`src/rtl/mc_controller.sv`:
```
// Main control FSM for the multicycle MIPS core: one state per clock, all
// datapath strobes decoded combinationally from the current state.
module mc_controller #(
  parameter bit SUPPORT_BNE = 1'b1
) (
  input  logic       clk,
  input  logic       reset,
  input  logic [5:0] op,
  input  logic [5:0] funct,
  input  logic       zero,
  output logic       pcEn,
  output logic       IorD,
  output logic       memwrite,
  output logic       IRwrite,
  output logic       regdst,
  output logic       memtoreg,
  output logic       regwrite,
  output logic       alusrcA,
  output logic [1:0] alusrcB,
  output logic [1:0] pcsrc,
  output logic [2:0] alucontrol,
  output logic       illegal,
  output logic [3:0] state
);

  typedef enum logic [3:0] {
    S_FETCH   = 4'd0,
    S_DECODE  = 4'd1,
    S_MEMADR  = 4'd2,
    S_MEMRD   = 4'd3,
    S_MEMWB   = 4'd4,
    S_MEMWR   = 4'd5,
    S_RTYPEEX = 4'd6,
    S_RTYPEWB = 4'd7,
    S_BEQEX   = 4'd8,
    S_ADDIEX  = 4'd9,
    S_ADDIWB  = 4'd10,
    S_JEX     = 4'd11,
    S_BNEEX   = 4'd12
  } state_t;

  localparam logic [5:0] OP_RTYPE = 6'b000000;
  localparam logic [5:0] OP_LW    = 6'b100011;
  localparam logic [5:0] OP_SW    = 6'b101011;
  localparam logic [5:0] OP_BEQ   = 6'b000100;
  localparam logic [5:0] OP_BNE   = 6'b000101;
  localparam logic [5:0] OP_ADDI  = 6'b001000;
  localparam logic [5:0] OP_J     = 6'b000010;

  state_t     r_state;
  state_t     w_next;
  logic       r_illegal;
  logic       w_set_illegal;
  logic       w_funct_ok;
  logic [2:0] w_rtype_alu;

  always_ff @(posedge clk or posedge reset) begin
    if (reset) begin
      r_state   <= S_FETCH;
      r_illegal <= 1'b0;
    end else begin
      r_state <= w_next;
      if (w_set_illegal) r_illegal <= 1'b1;
    end
  end

  always_comb begin
    w_funct_ok  = 1'b1;
    w_rtype_alu = 3'b010;
    case (funct)
      6'b100000: w_rtype_alu = 3'b010;
      6'b100010: w_rtype_alu = 3'b110;
      6'b100100: w_rtype_alu = 3'b000;
      6'b100101: w_rtype_alu = 3'b001;
      6'b101010: w_rtype_alu = 3'b111;
      default:   w_funct_ok  = 1'b0;
    endcase
  end

  always_comb begin
    pcEn          = 1'b0;
    IorD          = 1'b0;
    memwrite      = 1'b0;
    IRwrite       = 1'b0;
    regdst        = 1'b0;
    memtoreg      = 1'b0;
    regwrite      = 1'b0;
    alusrcA       = 1'b0;
    alusrcB       = 2'b00;
    pcsrc         = 2'b00;
    alucontrol    = 3'b010;
    w_next        = S_FETCH;
    w_set_illegal = 1'b0;
    case (r_state)
      S_FETCH: begin
        IRwrite = 1'b1;
        alusrcB = 2'b01;
        pcEn    = 1'b1;
        w_next  = S_DECODE;
      end
      S_DECODE: begin
        alusrcB = 2'b11;
        case (op)
          OP_LW, OP_SW: w_next = S_MEMADR;
          OP_RTYPE: begin
            if (w_funct_ok) w_next = S_RTYPEEX;
            else            w_set_illegal = 1'b1;
          end
          OP_BEQ:  w_next = S_BEQEX;
          OP_BNE: begin
            if (SUPPORT_BNE) w_next = S_BNEEX;
            else             w_set_illegal = 1'b1;
          end
          OP_ADDI: w_next = S_ADDIEX;
          OP_J:    w_next = S_JEX;
          default: w_set_illegal = 1'b1;
        endcase
      end
      S_MEMADR: begin
        alusrcA = 1'b1;
        alusrcB = 2'b10;
        w_next  = (op == OP_LW) ? S_MEMRD : S_MEMWR;
      end
      S_MEMRD: begin
        IorD   = 1'b1;
        w_next = S_MEMWB;
      end
      // Address stays on aluout through writeback so the data register sees a stable read.
      S_MEMWB: begin
        IorD     = 1'b1;
        memtoreg = 1'b1;
        regwrite = 1'b1;
      end
      S_MEMWR: begin
        IorD     = 1'b1;
        memwrite = 1'b1;
      end
      S_RTYPEEX: begin
        alusrcA    = 1'b1;
        alucontrol = w_rtype_alu;
        w_next     = S_RTYPEWB;
      end
      S_RTYPEWB: begin
        regdst   = 1'b1;
        regwrite = 1'b1;
      end
      S_BEQEX, S_BNEEX: begin
        alusrcA    = 1'b1;
        alucontrol = 3'b110;
        pcsrc      = 2'b01;
        pcEn       = (r_state == S_BEQEX) ? zero : ~zero;
      end
      S_ADDIEX: begin
        alusrcA = 1'b1;
        alusrcB = 2'b10;
        w_next  = S_ADDIWB;
      end
      S_ADDIWB: regwrite = 1'b1;
      S_JEX: begin
        pcsrc = 2'b10;
        pcEn  = 1'b1;
      end
      default: w_next = S_FETCH;
    endcase
  end

  assign illegal = r_illegal;
  assign state   = r_state;

endmodule

```
`config.mk`:
```
export PLATFORM = sky130hd
export DESIGN_NAME = mc_controller
export DESIGN_NICKNAME = d
export VERILOG_FILES = /design/src/rtl/mc_controller.sv
export SDC_FILE = /design/constraint.sdc
export NUM_CORES = 1
export LEC_CHECK = 0
export ABC_AREA = 1
export BUFFER_PORTS_ARGS = -buffer_cell sky130_fd_sc_hd__buf_2
export CAP_MARGIN = 20
export CORE_AREA = 5 5 42 44
export DETAILED_ROUTE_END_ITERATION = 8
export DIE_AREA = 0 0 47 49
export PLACE_DENSITY = 0.87
export SLEW_MARGIN = 20
export SYNTH_ARGS = -nofsm -noshare
export SYNTH_HDL_FRONTEND = slang
export SYNTH_SLANG_ARGS = --single-unit
```
`constraint.sdc`:
```
create_clock -name clk -period 3.11 [get_ports clk]
set_clock_uncertainty 0.15 [all_clocks]
set_input_delay 0.7775 -clock clk [delete_from_list [all_inputs] [get_ports clk]]
set_output_delay 0.7775 -clock clk [all_outputs]
set_load 0.05 [all_outputs]
```
## Word level (Yosys, flattened, before mapping)

Cells that the tools add are included.

- Word-level logic and storage cells: 58
- Input port bits: 15
- Output and inout bits: 20
- Bits in registers: 5

- Multiplexer cells: 21
- Equal/unequal tests: 23
- Bitwise logic cells: 1
- Reductions and logical operators: 11

Operator list:

| cell | count |
|---|---|
| 4-bit one-hot mux with 6 select lines | 2 |
| 6-bit equality test, second input constant | 7 |
| 4-bit equality test, second input constant | 5 |
| 4-bit by 3-bit equality test with 1-bit output, second input constant | 4 |
| 6-bit by 3-bit equality test with 1-bit output, second input constant | 2 |
| 3-bit one-hot mux with 4 select lines | 1 |
| 1-bit 2-to-1 mux | 11 |
| 5-bit OR reduction | 2 |
| 4-bit by 2-bit equality test with 1-bit output, second input constant | 2 |
| 2-bit OR reduction | 4 |
| 6-bit by 2-bit equality test with 1-bit output, second input constant | 1 |
| 6-bit by 4-bit equality test with 1-bit output, second input constant | 1 |
| 6-bit zero test | 1 |
| 3-bit 2-to-1 mux | 2 |
| 2-bit one-hot mux with 3 select lines | 1 |
| 3-bit one-hot mux with 2 select lines | 1 |
| 3-bit OR reduction | 2 |
| 6-bit OR reduction | 1 |
| 4-bit by 1-bit equality test with 1-bit output, second input constant | 1 |
| 4-bit zero test | 1 |
| 1-bit one-hot mux with 2 select lines | 2 |
| 2-bit one-hot mux with 2 select lines | 1 |
| 1-bit inverter | 1 |

## Depth between registers and ports, before layout

- Depth after elaboration: 6
- Gate-level depth with buffers: 9
- Mapped depth without buffers: 9

## Worst setup path before layout

No wires, ideal clock.

- Kind: flip-flop to output port
- From: reg r_state[3] (netlist: state[3])
- To: out pcEn
- Buffers on the path: 0
- Stages on the path, launching flop included: 5
- Data arrival time: 2.510 ns
- Required time: 2.183 ns
- Path slack: -0.328 ns
- Cells stage by stage: dfrtp_1 > inv_1 > nor2_1 > inv_1 > o211ai_1

- Word-level cells in the longest chain between the ends: 3
- Elaborated cells between the ends (all ways): 8
- Those cells by class: 3 x eq/ne; 2 x mux; 3 x reduce/logical

Ends and longest elaborated chain:

| item | line | RTL |
|---|---|---|
| start: declaration | 50 | `state_t r_state;` |
| start signal: assignment | 62 | `r_state <= w_next;` |
| 4-bit equality test (tied with other cells) | 94, 151 |  |
| 1-bit 2-to-1 mux (tied with other cells) | 151 | `pcEn = (r_state == S_BEQEX) ? zero : ~zero;` |
| 1-bit one-hot mux with 2 select lines (*) | 94 | `case (r_state)` |
| end: declaration | 11 | `output logic pcEn,` |

Mark *: on every way between the ends. The rest lies on a longest branch, timed or not.

## Worst setup path in the final report

- From: in funct[4]
- To: out alucontrol[0]

- Word-level cells in the longest chain between the ends: 3
- Elaborated cells between the ends (all ways): 6
- Those cells by class: 4 x eq/ne; 2 x mux

Ends and longest elaborated chain:

| item | line | RTL |
|---|---|---|
| start: declaration | 9 | `input logic [5:0] funct,` |
| 6-bit equality test | 70 | `case (funct)` |
| 3-bit one-hot mux with 4 select lines (*) | 70 |  |
| 3-bit one-hot mux with 2 select lines (*) | 94 |  |
| end: declaration | 21 | `output logic [2:0] alucontrol,` |

Marks and branches as above.

==> results.cfg <==
[die]
die_area_um2 = 2300
fp-row-count = 14
core-area_um2 = 1400
die_h_um = 49
start_util_pct = 40.1
num_io_pins = 35
die_w_um = 47

[cts]
cts_hold_buf = 0
cts.htree.levels = 1
cts_buffers = 3
clock_latency_ns = 0.25
ctsResizeCount = 0
cts_tree = yes
clock-sinks = 5
clock_path_buffers = 2
root_buffer = clkbuf_4
post_cts_buffers = 0
clk_pin_slew_ns = 0.05

[timing]
relSlewSlack_pct = 79.2
finalSetupViolCount = 0
rsz0062_at_grt = false
fmax_mhz = 382
min_period_over_period_pct = 84.2
setup-tns-final_ns = 0
finalHoldViolCount = 0
slew_viol_final = 0
period_minus_slack_ns = 2.62
worst_slew_pin_slew_ns = 0.310

[min_path]
hold_path_class = input port to asynchronous set/reset pin

[pwr]
p_leak_uw = 0.000532
peakVddDrop_mv = 0.342
p_per_area_nw_per_um2 = 753

[grt]
overflow = 0
grt_pass1_wl_mm = 2.70
antenna_found_initial = 0
grt_pass1_vias = 693
grt_max_degree = 8
grtUsageTotal_pct = 15.5

[route]
via_per_inst = 4.73
route.detailed.drc = 0
wl_mm = 1.66
dr.pass1.iters = 4
postRouteAntennaNets = 0
drt_iter0_drc = 13
vias = 756
wire_per_inst_um = 10.4

[yosys]
syn_nets = 121
synth_seq_cells = 5
syn_area_per_cell_um2 = 5.30
synth_cell_types = 17
synth_cells = 106
synthesis.area_um2 = 562
synth.area.top_cells = dfrtp_1 (22%), nand2_1 (17%), nor2_1 (17%)
seq_area_frac_synth_pct = 22.3
yosys_warnings = 0
synth_top_area_share_pct = 22.3
yosys.area.top_type = dfrtp_1

[cells_and_area]
layout-drive-gt1-share_pct = 31.3
fin_nets = 160
final_core_util_pct = 57.1
n_antenna_cell = 0
area_delta_synth_final_pct = 42.3
mostFrequentLayoutCells = buf_2 (34), nand2_1 (25), nor2_1 (23)
final_common_cell = buf_2

[setup_path]
crit_required_ns = 2.18
crit_path_start_kind = input port
ff2ff_setup_slack_ns = 1.64
reg2regPathDepth = 5
arrival_ns = 1.69
crit_fanout = 3
crit_path_end_kind = primary output
worstSetupPathType = input port to primary output

[placement]
dp_hpwl_mm = 1.46
place.gp.congestion = 0.843
io_buffer_count = 34

[outcome]
status = complete, no violations

[run]
drv_cap = 0
==> cells in the mapped netlist, drive strengths merged <==
master / n
o21ai: 2
o21bai: 1
nand3: 8
nand2: 25
and3: 1
nor2: 28
nand4: 4
dfrtp: 5
o22ai: 2
o211ai: 1
xnor2: 1
inv: 24
a21oi: 3
o31ai: 1
==> sequential cells by signal, indices dropped and copies added (netlist names) <==
name / flops
state: 4
illegal: 1
==> per-stage QoR <==
step	area [um2]	hold slack, ns	std cells	worst slack [ns]	power (uW)
2_1_floorplan	583	0.406	106	0.00336	430
3_3_place_gp	773	0.306	156	0.535	519
3_5_place_dp	773	0.307	156	0.472	529
4_1_cts	800	0.280	160	0.475	606
5_1_grt	800	0.292	160	0.386	638
6_report	800	0.271	160	0.491	602
==> layout make-up <==
| class | count | area [um2] |
|---|---|---|
| sequential | 5 | 125 |
| timing repair buffer | 34 | 170 |
| clock buffer | 4 | 26.3 |
| multi-input combinational | 77 | 368 |
| fill | 149 | 602 |
| tap | 16 | 20.0 |
| inverter | 24 | 90.1 |
==> per-layer routing <==
metal | track usage, % | part of all wire [%] | wire length (um) | up-vias
li1 | - | - | - | 405
met1 | 16.5 | 38 | 630 | 322
met5 | 0 | 0 | 0 | -
met2 | 28.1 | 53 | 879 | 24
met3 | 2.21 | 6.9 | 114 | 5
met4 | 6.91 | 2.2 | 36 | 0
==> where the power goes <==
| part | switching (uW) | internal (uW) | total, uW |
|---|---|---|---|
| combinational | 341 | 89.7 | 431 |
| clock | 28.0 | 48.6 | 76.6 |
| sequential | 16.4 | 78.2 | 94.6 |
==> path summary, 6_finish.rpt <==
check | startpoint | endpoint
max | funct[4] | alucontrol[0]
min | reset | state[2]
max reg2reg | state[3] | illegal
min reg2reg | illegal | illegal
max in group asynchronous | reset | state[1]
min in group clk | illegal | illegal
==> worst max-delay path, stage by stage <==
cell     delay [ns]
buf_2          0.09
inv_1          0.04
nand2_1        0.05
inv_1          0.09
nand4_1        0.11
nor2_1         0.11
nand2_1        0.09
o21ai_4        0.06
buf_2          0.27
==> kinds of logic after synthesis <==
logic type	share of synthesized area, %
flops	22.3
xor+xnor	1.56
buf+inv	16.0
compound gates	10.7
simple gates	49.4
Note: power is estimated with default switching activity, not from simulation.
